[src/rtl/scan_chain_pkg.sv]
// Shared constants for the scan-chain responder: FSM encoding, CRC polynomial,
// frame length width and the single-bit CRC-8 update used when SCAN_TARGET_CRC_EN is set.
package scan_chain_pkg;

  localparam logic [1:0] ST_IDLE  = 2'd0;
  localparam logic [1:0] ST_SHIFT = 2'd1;
  localparam logic [1:0] ST_DONE  = 2'd2;

  localparam logic [7:0] CRC8_POLY   = 8'h07;
  localparam int         FRAME_LEN_W = 8;

  // MSB-first CRC-8 step, one serial bit per call
  function automatic logic [7:0] crc8_step(input logic [7:0] crc, input logic din);
    logic fb;
    fb = crc[7] ^ din;
    return {crc[6:0], 1'b0} ^ (fb ? CRC8_POLY : 8'h00);
  endfunction

endpackage

[src/rtl/sc_sync_edge.sv]
// Multi-flop synchroniser for an asynchronous input, plus a rising-edge pulse
// derived from the synchronised level.
module sc_sync_edge #(
  parameter int STAGES = 2
) (
  input  logic clk,
  input  logic rst_n,
  input  logic din,
  output logic level,
  output logic rise
);

  logic [STAGES-1:0] sync_r;
  logic              prev_r;

  // synchroniser chain and previous-level register for edge detection
  always_ff @(posedge clk or negedge rst_n) begin
    if (!rst_n) begin
      sync_r <= '0;
      prev_r <= 1'b0;
    end else begin
      sync_r[0] <= din;
      for (int i = 1; i < STAGES; i++) begin
        sync_r[i] <= sync_r[i-1];
      end
      prev_r <= sync_r[STAGES-1];
    end
  end

  assign level = sync_r[STAGES-1];
  assign rise  = sync_r[STAGES-1] & ~prev_r;

endmodule

[src/rtl/scan_chain_target.sv]
// Scan-chain responder: shifts the master's serial stream through a CHAIN_LEN register
// and captures it when sc_clk goes quiet. Optional CRC-8 under `SCAN_TARGET_CRC_EN.
module scan_chain_target
  import scan_chain_pkg::*;
#(
  parameter int CHAIN_LEN    = 100,
  parameter int SYNC_STAGES  = 2,
  parameter int IDLE_TIMEOUT = 1024
) (
  input  logic                   clki,
  input  logic                   reset_n,
  input  logic                   sc_clk,
  input  logic                   sc_data,
  output logic                   s_chipout,
  input  logic                   preload_en,
  input  logic [CHAIN_LEN-1:0]   preload_data,
  output logic [CHAIN_LEN-1:0]   capture_data,
  output logic                   capture_valid,
  output logic [FRAME_LEN_W-1:0] frame_len,
  output logic                   overflow,
  output logic [7:0]             crc_out
);

  localparam int IDLE_W = $clog2(IDLE_TIMEOUT + 1);
  localparam logic [FRAME_LEN_W-1:0] LEN_SAT   = FRAME_LEN_W'(CHAIN_LEN + 1);
  localparam logic [FRAME_LEN_W-1:0] LEN_LIMIT = FRAME_LEN_W'(CHAIN_LEN);
  localparam logic [IDLE_W-1:0]      IDLE_LAST = IDLE_W'(IDLE_TIMEOUT - 1);

  logic                   sc_edge_s;
  logic                   sc_data_s;
  logic                   sc_clk_level_unused;
  logic                   sc_data_rise_unused;
  logic                   frame_end_s;
  logic [1:0]             state_r;
  logic [FRAME_LEN_W-1:0] bit_cnt_r;
  logic [IDLE_W-1:0]      idle_cnt_r;
  logic [CHAIN_LEN-1:0]   shift_reg_r;

  sc_sync_edge #(.STAGES(SYNC_STAGES)) u_sync_clk (
    .clk   (clki),
    .rst_n (reset_n),
    .din   (sc_clk),
    .level (sc_clk_level_unused),
    .rise  (sc_edge_s)
  );

  sc_sync_edge #(.STAGES(SYNC_STAGES)) u_sync_data (
    .clk   (clki),
    .rst_n (reset_n),
    .din   (sc_data),
    .level (sc_data_s),
    .rise  (sc_data_rise_unused)
  );

  // an edge in the timeout cycle keeps the frame open
  assign frame_end_s = (state_r == ST_SHIFT) && !sc_edge_s && (idle_cnt_r == IDLE_LAST);

  // frame FSM with edge and idle counters
  always_ff @(posedge clki or negedge reset_n) begin
    if (!reset_n) begin
      state_r    <= ST_IDLE;
      bit_cnt_r  <= '0;
      idle_cnt_r <= '0;
    end else begin
      case (state_r)
        ST_IDLE: begin
          if (sc_edge_s) begin
            state_r    <= ST_SHIFT;
            bit_cnt_r  <= FRAME_LEN_W'(1);
            idle_cnt_r <= '0;
          end else begin
            state_r <= ST_IDLE;
          end
        end
        ST_SHIFT: begin
          if (sc_edge_s) begin
            idle_cnt_r <= '0;
            if (bit_cnt_r != LEN_SAT) begin
              bit_cnt_r <= bit_cnt_r + FRAME_LEN_W'(1);
            end else begin
              bit_cnt_r <= bit_cnt_r;
            end
          end else if (frame_end_s) begin
            state_r <= ST_DONE;
          end else begin
            idle_cnt_r <= idle_cnt_r + IDLE_W'(1);
          end
        end
        ST_DONE: begin
          state_r    <= ST_IDLE;
          bit_cnt_r  <= '0;
          idle_cnt_r <= '0;
        end
        default: begin
          state_r    <= ST_IDLE;
          bit_cnt_r  <= '0;
          idle_cnt_r <= '0;
        end
      endcase
    end
  end

  // scan register, preload in IDLE only (an edge wins), and registered serial output
  always_ff @(posedge clki or negedge reset_n) begin
    if (!reset_n) begin
      shift_reg_r <= '0;
      s_chipout   <= 1'b0;
    end else begin
      if (sc_edge_s) begin
        shift_reg_r <= {shift_reg_r[CHAIN_LEN-2:0], sc_data_s};
      end else if (preload_en && (state_r == ST_IDLE)) begin
        shift_reg_r <= preload_data;
      end else begin
        shift_reg_r <= shift_reg_r;
      end
      s_chipout <= shift_reg_r[CHAIN_LEN-1];
    end
  end

  // capture registers load as the FSM enters DONE so data and the valid pulse line up
  always_ff @(posedge clki or negedge reset_n) begin
    if (!reset_n) begin
      capture_data  <= '0;
      frame_len     <= '0;
      overflow      <= 1'b0;
      capture_valid <= 1'b0;
    end else begin
      capture_valid <= frame_end_s;
      if (frame_end_s) begin
        capture_data <= shift_reg_r;
        frame_len    <= bit_cnt_r;
        overflow     <= (bit_cnt_r > LEN_LIMIT);
      end else begin
        capture_data <= capture_data;
        frame_len    <= frame_len;
        overflow     <= overflow;
      end
    end
  end

`ifdef SCAN_TARGET_CRC_EN
  logic [7:0] crc_r;

  // running CRC over every edge of the frame, cleared on the way back to IDLE
  always_ff @(posedge clki or negedge reset_n) begin
    if (!reset_n) begin
      crc_r   <= 8'h00;
      crc_out <= 8'h00;
    end else begin
      if (state_r == ST_DONE) begin
        crc_r <= 8'h00;
      end else if (sc_edge_s) begin
        crc_r <= crc8_step(crc_r, sc_data_s);
      end else begin
        crc_r <= crc_r;
      end
      if (frame_end_s) begin
        crc_out <= crc_r;
      end else begin
        crc_out <= crc_out;
      end
    end
  end
`else
  assign crc_out = 8'h00;
`endif

endmodule

[config.mk]
export PLATFORM = sky130hd
export DESIGN_NAME = scan_chain_target
export DESIGN_NICKNAME = d
export VERILOG_FILES = /design/src/rtl/scan_chain_pkg.sv /design/src/rtl/sc_sync_edge.sv /design/src/rtl/scan_chain_target.sv
export SDC_FILE = /design/constraint.sdc
export NUM_CORES = 1
export LEC_CHECK = 0
export CAP_MARGIN = 30
export CORE_ASPECT_RATIO = 1.2
export CORE_MARGIN = 2
export CORE_UTILIZATION = 55
export DETAILED_ROUTE_END_ITERATION = 12
export PLACE_DENSITY = 0.84
export SLEW_MARGIN = 40
export SYNTH_ARGS = -nofsm -noshare
export SYNTH_HDL_FRONTEND = slang
export SYNTH_SLANG_ARGS = --single-unit
export TNS_END_PERCENT = 1
[constraint.sdc]
create_clock -name clki -period 2.9 [get_ports clki]
set_input_delay 0.58 -clock clki [delete_from_list [all_inputs] [get_ports clki]]
set_output_delay 0.58 -clock clki [all_outputs]
set_load 0.005 [all_outputs]
==> results.md, run 1 <==
| Item | This run | Unit |
| --- | --- | --- |
| Fmax achieved | 0.432 | GHz |
| Clock latency on the worst-skew pair | 0.51 | ns |
| Fin crit period | 2.31 | ns |
| Outcome | finished, final reports clean | - |
| Number of nets still failing antenna checks after routing | 0 | - |
| Worst voltage drop across the vdd grid | 0.000427 | V |
| I/O pin count | 224 | - |
| PostCTS Resize Cnt | 0 | - |
| End of the worst register-to-register path | frame_len[6]$_DFFE_PN0P_ | - |
| Switching component of the power | 2.04 | mW |
| Arrival time worst endpoint | 2.70 | ns |
| Maximum buffer depth of the clock tree | 3 | - |
| Level count of the clock H-tree | 1 | - |
| Half-perimeter wire length after placement | 15,600 | um |
| R2R setup slack | 0.59 | ns |
| DRC errors left | 0 | - |
| Weighted congestion at the end of routability-driven global placement | 0.834 | - |
| Worst setup EP type | register | - |
| Power density cells | 598 | mW/mm^2 |
| Number of failing hold endpoints at the final stage | 0 | - |
| Max-slew headroom at the worst pin | 58.3 | % |
| Fin Clk Skew | 0.0160 | ns |
| Largest incremental delay on the critical path | 0.49 | ns |
| Async S/R FF share, synth | 100 | % |
| Number of buffer and inverter stages on the critical path | 1 | - |
| Total die area | 0.0203 | mm^2 |
| Path depth of the worst reg2reg path | 5 | - |
| Overflow left after global routing | 0 | - |
| Number of DRC violations after detailed-routing iteration 0 | 328 | - |
| Layout cell share with drive strength beyond 1 | 16.4 | % |
| Critical path peak fanout | 61 | - |
| Sequential fraction of the synthesis area | 56.2 | % |
| Average cell area after synthesis | 13.1 | um^2 |
| Cell Chain, Critical Path | nor2b_1 -> nand2_1 -> nor4_4 -> buf_12 -> mux2_2 | - |
| Switching Fraction | 24.9 | % |
| CTS tree | yes | - |
| Top area cells in the synthesized netlist | dfrtp_1 (56%), mux2_4 (14%), mux2i_1 (9.6%) | - |
| Via density | 5.42 | - |
| Element type at the critical path start | register | - |
| Slew at the pin with the worst max-slew slack | 0.625 | ns |
| Final critical-path share of the clock period | 79.8 | % |
| Seq cells post-synth | 237 | - |
| Clock buffers created by TritonCTS | 24 | - |
| Clock sink count | 237 | - |
| Width of the die | 130 | um |
| Number of vias after detailed routing | 6,964 | - |
| Post-CTS setup buffers | 0 | - |
| Class of the most critical hold timing path | input port to async pin | - |
| Number of flops mapped to enable cells by yosys | 0 | - |
| Max-Cap Viols | 0 | - |
| Layout area overhead | 29.4 | % |
| Final #Nets | 1,116 | - |
| Register clock-pin slew on the reported worst setup and hold paths | 0.06 | ns |
| Number of global-route vias before repair | 7,326 | - |
| Antenna violations before repair | 3 | - |
| Wire length of the first global-routing pass | 37,400 | um |
| Overall track demand over capacity in global routing | 23.0 | % |
| Setup repair after global routing missed its margin | false | - |
| Worst path required time | 3.28 | ns |
| Internal power of the cells | 6.13 | mW |
| Worst path top cell family by delay | simple AND/OR/NAND/NOR gates | - |
| Routed len/inst | 18.2 | um |
| Part of the power in the clock network | 40.5 | % |
| Distinct cells, synth | 45 | - |
| Ys flop type | dfrtp_1 | - |
| Maximum number of pins on one net before global-route repair | 177 | - |
| Number of cells produced by synthesis | 806 | - |
| Sequential share of power | 49.9 | % |
| Syn Std Cell Area | 0.0105 | mm^2 |
| Total count of max-transition violations in the final report | 0 | - |
| Setup violators final | 0 | - |
| Leak Pwr | 5.77 | nW |
| Standard-cell row count | 55 | - |
| Post-cts hold buffer count | 0 | - |
| WL final | 23,400 | um |
| Chip height | 156 | um |
| Warnings, synthesis | 0 | - |
| Proportion of netlist area held by the largest area contributor | 56.2 | % |
| Critical path type | register to register | - |
| Total negative slack | 0 | ns |
| First-pass iteration count of the detailed router | 5 | - |
| Layout Utilization | 72.4 | % |
| Number of input and output port buffers inserted | 215 | - |
| Crit Reg-Reg Startpoint | state_r[0]$_DFFE_PN0P_ | - |
| Core box area | 0.0189 | mm^2 |
| CP max stage cell | dfrtp_1 | - |
| Effective utilization at floorplan | 55.9 | % |
| Combinational fraction of design power | 9.7 | % |
| Synth area leader | dfrtp_1 | - |
| Root buffer cell | clkbuf_16 | - |
cells by family after synthesis:
kind of cell | after synthesis | synth area share [%]
flip-flops | 237 | 56.2
multiplexers | 211 | 24.9
AND/OR/NAND/NOR | 147 | 6.36
AO/OA/AOI/OAI | 142 | 7.45
buffers and inverters | 61 | 4.32
adder cells (fa/ha/maj) | 4 | 0.475
XOR/XNOR | 3 | 0.249
other | 1 | 0.0356
Yosys cell counts (2+ instances only):
master and n:
nor2b_1 4, and2_1 3, nor3_1 2, or3_1 3, and3_1 3, a41oi_1 2
a221oi_1 2, mux2i_1 101, o311ai_0 2, inv_1 4, nand4_1 5, nand2_1 104
mux2_4 99, nand3_1 5, a22o_1 4, nand2b_1 4, a21oi_1 7, nor3b_1 2
o31ai_1 3, dfrtp_1 237, o21ai_0 111, nor2_1 7, buf_12 11, mux2_2 11
clkbuf_1 25, a21o_1 2, buf_4 9, ha_1 4, xnor2_1 2, a31oi_1 3
buf_2 11
registers in the layout, indices dropped and copies added, names as in the netlist:
signal	count
u_sync_data.sync_r	2
overflow	1
capture_valid	1
u_sync_clk.sync_r	2
s_chipout	1
capture_data	100
shift_reg_r	100
bit_cnt_r	8
idle_cnt_r	11
state_r	2
frame_len	8
u_sync_clk.prev_r	1
through the flow:
step | setup WS, ns | power, mW | instances | area [um^2] | hold slack, ns
2_1_floorplan | 0.995 | 4.48 | 813 | 10600 | 0.284
3_3_place_gp | 0.575 | 4.83 | 1237 | 12800 | 0.338
3_5_place_dp | 0.503 | 4.91 | 1237 | 12800 | 0.336
4_1_cts | 0.566 | 8.24 | 1281 | 13600 | 0.0383
5_1_grt | 0.473 | 8.54 | 1284 | 13600 | 0.0467
6_report | 0.587 | 8.16 | 1284 | 13600 | 0.0241
final cells by class:
type / count / area [um^2]
Sequential cell: 237 / 5930
Fill cell: 1312 / 5210
Multi-Input combinational cell: 515 / 4200
Timing Repair Buffer: 225 / 2320
Clock buffer: 31 / 688
Tap cell: 256 / 320
Clock inverter: 13 / 169
Inverter: 4 / 15.0
Antenna cell: 3 / 7.51
layout by cell type, fill, tap and decap left out, types with 8 or more instances in the layout:
master           netlist  routed
mux2_4                99      99
mux2i_1              101     101
nand2_1              104     104
conb_1                 1       8
clkbuf_16              0      25
clkdlybuf4s50_1        0     214
o21ai_0              111     111
dfrtp_1              237     237
clkinv_2               0       8
mux2_2                11      11
worst max-delay path by stage:
stage	from	to	slack (ns)	depth (start not counted)
6_report	state_r[0]$_DFFE_PN0P_	frame_len[6]$_DFFE_PN0P_	0.59	5
5_1_grt	state_r[0]$_DFFE_PN0P_	frame_len[2]$_DFFE_PN0P_	0.47	5
4_1_cts	state_r[0]$_DFFE_PN0P_	frame_len[6]$_DFFE_PN0P_	0.57	5
3_5_place_dp	preload_en	shift_reg_r[65]$_DFFE_PN0P_	0.50	5
3_3_place_gp	preload_en	shift_reg_r[37]$_DFFE_PN0P_	0.58	5
2_1_floorplan	idle_cnt_r[0]$_DFFE_PN0P_	capture_data[0]$_DFFE_PN0P_	0.99	6
power groups by stage:
| stage | Clock (mW) | Sequential, mW | Combinational, mW |
|---|---|---|---|
| 2_1_floorplan | 0 | 3.97 | 0.510 |
| 4_1_cts | 3.37 | 4.06 | 0.805 |
| 6_report | 3.30 | 4.07 | 0.790 |
| 3_5_place_dp | 0 | 4.12 | 0.794 |
| 5_1_grt | 3.50 | 4.13 | 0.909 |
| 3_3_place_gp | 0 | 4.09 | 0.738 |
routing by layer:
metal / vias up / routed length, um / global-route usage (%)
li1: 3239 / - / -
met1: 3464 / 9560 / 29.7
met2: 204 / 11700 / 39.1
met3: 57 / 1190 / 3.26
met4: 0 / 950 / 9.17
met5: - / 0 / 0
Note: power is estimated with default switching activity, not from simulation.
==> run 2: changes to the inputs <==
--- a/config.mk
+++ b/config.mk
@@ -8,9 +8,9 @@
 export CAP_MARGIN = 30
 export CORE_ASPECT_RATIO = 1.2
 export CORE_MARGIN = 2
-export CORE_UTILIZATION = 55
+export CORE_UTILIZATION = 51
 export DETAILED_ROUTE_END_ITERATION = 12
-export PLACE_DENSITY = 0.84
+export PLACE_DENSITY = 0.79
 export SLEW_MARGIN = 40
 export SYNTH_ARGS = -nofsm -noshare
 export SYNTH_HDL_FRONTEND = slang
==> constraint.sdc (replaced) <==
create_clock -name clki -period 2.4 [get_ports clki]
set_input_delay 0.48 -clock clki [delete_from_list [all_inputs] [get_ports clki]]
set_output_delay 0.48 -clock clki [all_outputs]
set_load 0.005 [all_outputs]
==> results.md, run 2 (synthesis results as in run 1) <==
| Item | This run | Unit |
| --- | --- | --- |
| Final #Nets | 1,133 | - |
| Post-place setup slack | 0.192 | ns |
| End of the worst register-to-register path | capture_data[37]$_DFFE_PN0P_ | - |
| Wire length of the first global-routing pass | 37,300 | um |
| Layout cell share with drive strength beyond 1 | 17.6 | % |
| Crit Reg-Reg Startpoint | idle_cnt_r[0]$_DFFE_PN0P_ | - |
| Number of failing hold endpoints at the final stage | 0 | - |
| Core box area | 0.0203 | mm^2 |
| Total die area | 0.0218 | mm^2 |
| Placed inst area | 0.0130 | mm^2 |
| Maximum number of pins on one net before global-route repair | 125 | - |
| Final design area excluding fillers | 0.0138 | mm^2 |
| Worst path required time | 2.77 | ns |
| Switching component of the power | 2.44 | mW |
| WL final | 23,000 | um |
| Most common cell after layout, fill and taps aside | dfrtp_1 | - |
| I/O pin count | 224 | - |
| Power density cells | 705 | mW/mm^2 |
| Level count of the clock H-tree | 1 | - |
| Slew at the pin with the worst max-slew slack | 0.552 | ns |
| Min-delay src | u_sync_data.sync_r[0]$_DFF_PN0_ | - |
| First-pass iteration count of the detailed router | 4 | - |
| Setup violators final | 0 | - |
| Via density | 5.24 | - |
| Filler instances | 1,472 | - |
| Total count of max-transition violations in the final report | 0 | - |
| Element type at the critical path start | register | - |
| Arrival time worst endpoint | 2.58 | ns |
| Maximum buffer depth of the clock tree | 3 | - |
| Internal power of the cells | 7.31 | mW |
| Registers with the most flip-flops | capture_data (100), shift_reg_r (100), idle_cnt_r (11) | - |
| Critical path peak fanout | 18 | - |
| Total negative slack | 0 | ns |
| Routed len/inst | 17.6 | um |
| Area taken by multi-input logic gates | 0.00420 | mm^2 |
| Combinational fraction of design power | 9.8 | % |
| Setup repair after global routing missed its margin | false | - |
| Fmax achieved | 0.454 | GHz |
| Chip height | 162 | um |
| R2R setup slack | 0.20 | ns |
| Weighted congestion at the end of routability-driven global placement | 0.793 | - |
| Switching Fraction | 25.0 | % |
| PostCTS Resize Cnt | 0 | - |
| CTS tree | yes | - |
| Half-perimeter wire length after placement | 15,900 | um |
| Worst hold path cell count | 0 | - |
| Max-Cap Viols | 0 | - |
| Number of global-route vias before repair | 7,075 | - |
| Number of DRC violations after detailed-routing iteration 0 | 324 | - |
| Layout Utilization | 68.3 | % |
| Area occupied by registers | 0.00593 | mm^2 |
| Post-CTS setup buffers | 0 | - |
| Worst hold slack | 0.362 | ns |
| Effective utilization at floorplan | 52.1 | % |
| Max-slew headroom at the worst pin | 62.9 | % |
| Antenna violations before repair | 3 | - |
| PnR worst setup slack | 0.197 | ns |
| Root buffer cell | clkbuf_16 | - |
| Post-cts hold buffer count | 1 | - |
| Final critical-path share of the clock period | 91.8 | % |
| Class of the most critical hold timing path | register to register | - |
| Cell total after placement | 1,262 | - |
| Critical path type | register to register | - |
| Worst voltage drop across the vdd grid | 0.000551 | V |
| Overflow left after global routing | 0 | - |
| Clock buffers created by TritonCTS | 24 | - |
| Number of input and output port buffers inserted | 215 | - |
| Layout area overhead | 31.3 | % |
| Leak Pwr | 5.86 | nW |
| Standard-cell row count | 57 | - |
| Clock sink count | 237 | - |
| Endpoint of the worst hold-timing path | u_sync_data.sync_r[1]$_DFF_PN0_ | - |
| Register clock-pin slew on the reported worst setup and hold paths | 0.06 | ns |
| Number of nets still failing antenna checks after routing | 0 | - |
| Width of the die | 135 | um |
| Number of vias after detailed routing | 6,864 | - |
| Fin crit period | 2.20 | ns |
| Commonest cells after routing, fill and taps aside | dfrtp_1 (237), clkdlybuf4s50_1 (214), o21ai_0 (111) | - |
| Sequential share of power | 50.3 | % |
| Non-filler instance count after layout | 1,310 | - |
| Outcome | finished, final reports clean | - |
| Overall power after layout | 9.76 | mW |
| Path depth of the worst reg2reg path | 6 | - |
| Fin Clk Skew | 0.0135 | ns |
| Clock latency on the worst-skew pair | 0.50 | ns |
| Overall track demand over capacity in global routing | 21.2 | % |
| Worst setup EP type | register | - |
| Part of the power in the clock network | 39.8 | % |
| DRC errors left | 0 | - |
run 2: how the worst max path moves through the flow:
stage / from / end / slack, ns / cells past startpoint
global route: idle_cnt_r[0]$_DFFE_PN0P_ / capture_data[37]$_DFFE_PN0P_ / 0.02 / 6
floorplan: idle_cnt_r[0]$_DFFE_PN0P_ / capture_data[0]$_DFFE_PN0P_ / 0.49 / 6
finish: idle_cnt_r[0]$_DFFE_PN0P_ / capture_data[37]$_DFFE_PN0P_ / 0.20 / 6
CTS: idle_cnt_r[0]$_DFFE_PN0P_ / capture_data[37]$_DFFE_PN0P_ / 0.18 / 6
global placement: idle_cnt_r[0]$_DFFE_PN0P_ / capture_data[44]$_DFFE_PN0P_ / 0.26 / 6
detailed placement: idle_cnt_r[0]$_DFFE_PN0P_ / capture_data[45]$_DFFE_PN0P_ / 0.19 / 6
run 2: critical path, stage by stage, from the launching register on:
cell     delay, ns
dfrtp_1       0.39
ha_1          0.20
nand4_1       0.25
nor4_4        0.40
buf_4         0.30
buf_12        0.22
mux2_4        0.31
run 2: layout make-up:
| type | instances | share of cell area, % |
|---|---|---|
| clock buffers | 32 | 5.00 |
| flip-flops and latches | 237 | 42.8 |
| well taps | 265 | 2.40 |
| diodes | 3 | 0.0542 |
| multi-input cells | 515 | 30.3 |
| clock inverters | 12 | 1.03 |
| repair buffers | 242 | 18.2 |
| inverters | 4 | 0.108 |
run 2: power by group through the flow:
stage          logic [mW]  clock network, mW  registers [mW]
2_1_floorplan       0.617                  0            4.80
3_3_place_gp        0.915                  0            4.94
3_5_place_dp        0.968                  0            4.97
4_1_cts             0.979               3.97            4.91
5_1_grt              1.11               4.14            4.98
6_report            0.960               3.89            4.91
run 2: routing by layer:
layer / share of wire (%) / global-route usage (%) / up-vias
li1: - / - / 3265
met1: 43 / 28.6 / 3402
met2: 50 / 35.4 / 162
met3: 4.4 / 3.14 / 35
met4: 2.5 / 6.63 / 0
met5: 0 / 0 / -
==> run 3: changes to the inputs <==
--- a/config.mk
+++ b/config.mk
@@ -8,9 +8,10 @@
 export CAP_MARGIN = 30
 export CORE_ASPECT_RATIO = 1.2
 export CORE_MARGIN = 2
-export CORE_UTILIZATION = 51
+export CORE_UTILIZATION = 46
 export DETAILED_ROUTE_END_ITERATION = 12
-export PLACE_DENSITY = 0.79
+export PLACE_DENSITY = 0.75
+export SETUP_SLACK_MARGIN = 0.1
 export SLEW_MARGIN = 40
 export SYNTH_ARGS = -nofsm -noshare
 export SYNTH_HDL_FRONTEND = slang
==> constraint.sdc (replaced) <==
create_clock -name clki -period 1.8 [get_ports clki]
set_input_delay 0.36 -clock clki [delete_from_list [all_inputs] [get_ports clki]]
set_output_delay 0.36 -clock clki [all_outputs]
set_load 0.005 [all_outputs]
==> results.md, run 3 (synthesis results as in run 1) <==
| Item | This run | Unit |
| --- | --- | --- |
| Total count of max-transition violations in the final report | 0 | - |
| Fin crit period | 1.81 | ns |
| Final design area excluding fillers | 0.0142 | mm^2 |
| Setup violators final | 4 | - |
| Clock buffers created by TritonCTS | 24 | - |
| Level count of the clock H-tree | 1 | - |
| Setup repair after global routing missed its margin | true | - |
| Leak Pwr | 6.65 | nW |
| Effective utilization at floorplan | 47.0 | % |
| PnR worst setup slack | -0.00637 | ns |
| Registers with the most flip-flops | capture_data (100), shift_reg_r (100), idle_cnt_r (11) | - |
| Weighted congestion at the end of routability-driven global placement | 0.810 | - |
| Number of global-route vias before repair | 7,249 | - |
| Half-perimeter wire length after placement | 16,700 | um |
| Standard-cell row count | 60 | - |
| Root buffer cell | clkbuf_16 | - |
| Sequential share of power | 48.6 | % |
| Part of the power in the clock network | 40.6 | % |
| Layout area overhead | 34.7 | % |
| Number of DRC violations after detailed-routing iteration 0 | 287 | - |
| Number of failing hold endpoints at the final stage | 0 | - |
| Layout cell share with drive strength beyond 1 | 21.0 | % |
| Core box area | 0.0224 | mm^2 |
| Placed inst area | 0.0133 | mm^2 |
| Overall power after layout | 13.4 | mW |
| Via density | 5.19 | - |
| Combinational fraction of design power | 10.8 | % |
| Wire length of the first global-routing pass | 38,400 | um |
| Post-CTS setup buffers | 0 | - |
| Final critical-path share of the clock period | 100 | % |
| Final #Nets | 1,162 | - |
| Slew at the pin with the worst max-slew slack | 0.490 | ns |
| Cell total after placement | 1,305 | - |
| Clock latency on the worst-skew pair | 0.51 | ns |
| WL final | 24,400 | um |
| Max-Cap Viols | 0 | - |
| First-pass iteration count of the detailed router | 6 | - |
| Filler instances | 1,714 | - |
| Violations in the final reports | setup timing | - |
| Overflow left after global routing | 0 | - |
| CTS tree | yes | - |
| Power density cells | 942 | mW/mm^2 |
| Number of input and output port buffers inserted | 215 | - |
| Routed len/inst | 18.0 | um |
| Element type at the critical path start | register | - |
| Outcome | finished, violations left | - |
| Worst voltage drop across the vdd grid | 0.000614 | V |
| Register clock-pin slew on the reported worst setup and hold paths | 0.06 | ns |
| Maximum number of pins on one net before global-route repair | 114 | - |
| Chip height | 170 | um |
| Commonest cells after routing, fill and taps aside | dfrtp_1 (236), dlygate4sd2_1 (110), mux2_4 (109) | - |
| Total die area | 0.0242 | mm^2 |
| Antenna violations before repair | 3 | - |
| Number of nets still failing antenna checks after routing | 0 | - |
| Maximum buffer depth of the clock tree | 3 | - |
| Clock sink count | 237 | - |
| Switching Fraction | 25.0 | % |
| Max-slew headroom at the worst pin | 66.9 | % |
| Non-filler instance count after layout | 1,354 | - |
| Fin Clk Skew | 0.00750 | ns |
| Overall track demand over capacity in global routing | 19.9 | % |
| Worst path required time | 2.19 | ns |
| Arrival time worst endpoint | 2.20 | ns |
| Fmax achieved | 0.554 | GHz |
| I/O pin count | 224 | - |
| Class of the most critical hold timing path | input port to register | - |
| Critical path type | register to register | - |
| Worst setup EP type | register | - |
| Switching component of the power | 3.35 | mW |
| Internal power of the cells | 10.0 | mW |
| DRC errors left | 0 | - |
| Most common cell after layout, fill and taps aside | dfrtp_1 | - |
| Number of vias after detailed routing | 7,024 | - |
| Width of the die | 142 | um |
| Critical path peak fanout | 20 | - |
run 3: changes by cell type in the layout (fill, tap and decap cells not counted), moves of 16 or more:
cell / previous run / this run
clkdlybuf4s50_1: 214 / 103
dlygate4sd2_1: 0 / 110
o21ai_0: 111 / 86
o21ai_1: 0 / 24
buf_4: 13 / 29
run 3: critical path, stage by stage, from the launching register on:
cell	delay (ns)
dfrtp_2	0.43
nor2b_4	0.15
nand2_4	0.07
nor4_4	0.31
buf_6	0.20
buf_12	0.20
mux2_4	0.32
run 3: layout make-up:
cell class	instances	area, um^2	share of cell area, %
Inverter	4	15.0	0.106
Clock buffer	31	708	4.99
Tap cell	279	349	2.46
Clock inverter	13	168	1.18
Multi-Input combinational cell	515	4290	30.2
Timing Repair Buffer	271	2730	19.2
Sequential cell	237	5930	41.8
Antenna cell	4	10.0	0.0705
run 3: timing repair:
item | 4_1_cts | 5_1_grt
gates cloned | 0 | 0
pin swaps | 1 | 4
hold buffers | 1 | 0
endpoints found under the hold margin | 32 | 0
endpoints found under the setup margin | 239 | 173
resized for setup | 127 | 37
run 3: final timing paths:
kind / from / endpoint / slack [ns] / cells after the start
worst max-delay path: state_r[1]$_DFFE_PN0P_ / capture_data[52]$_DFFE_PN0P_ / -0.006 / 6
max in group asynchronous: reset_n / shift_reg_r[12]$_DFFE_PN0P_ / 0.79 / 3
worst min-delay path: sc_data / u_sync_data.sync_r[0]$_DFF_PN0_ / 0.29 / 1
min in group asynchronous: reset_n / idle_cnt_r[2]$_DFFE_PN0P_ / 0.37 / 2
worst min register to register: u_sync_data.sync_r[0]$_DFF_PN0_ / u_sync_data.sync_r[1]$_DFF_PN0_ / 0.35 / 0
worst max register to register: state_r[1]$_DFFE_PN0P_ / capture_data[52]$_DFFE_PN0P_ / -0.006 / 6
run 3: per-layer routing:
layer  vias to the layer above  part of all wire [%]  track usage, %
li1                       3321                     -               -
met1                      3475                    43            26.3
met2                       176                    49            33.1
met3                        52                   4.4            3.07
met4                         0                   3.3            7.39
met5                         -                     0               0
run 3: power by group through the flow:
stage | logic (mW) | clock network, mW | registers, mW
6_report | 1.44 | 5.43 | 6.51
5_1_grt | 1.64 | 5.77 | 6.60
4_1_cts | 1.42 | 5.56 | 6.50
3_5_place_dp | 1.41 | 0 | 6.58
3_3_place_gp | 1.34 | 0 | 6.55
2_1_floorplan | 0.824 | 0 | 6.40
run 3: stage by stage:
step	hold WS [ns]	utilization, %	setup slack (ns)	setup TNS, ns
global placement	0.294	59.4	-0.142	-10.29
CTS	0.276	63.0	-0.0237	-0.245
global route	0.275	63.3	-0.117	-8.01
detailed placement	0.299	59.4	-0.204	-13.34
floorplan	0.0644	-	0.0259	0
finish	0.293	63.3	-0.00637	-0.0112
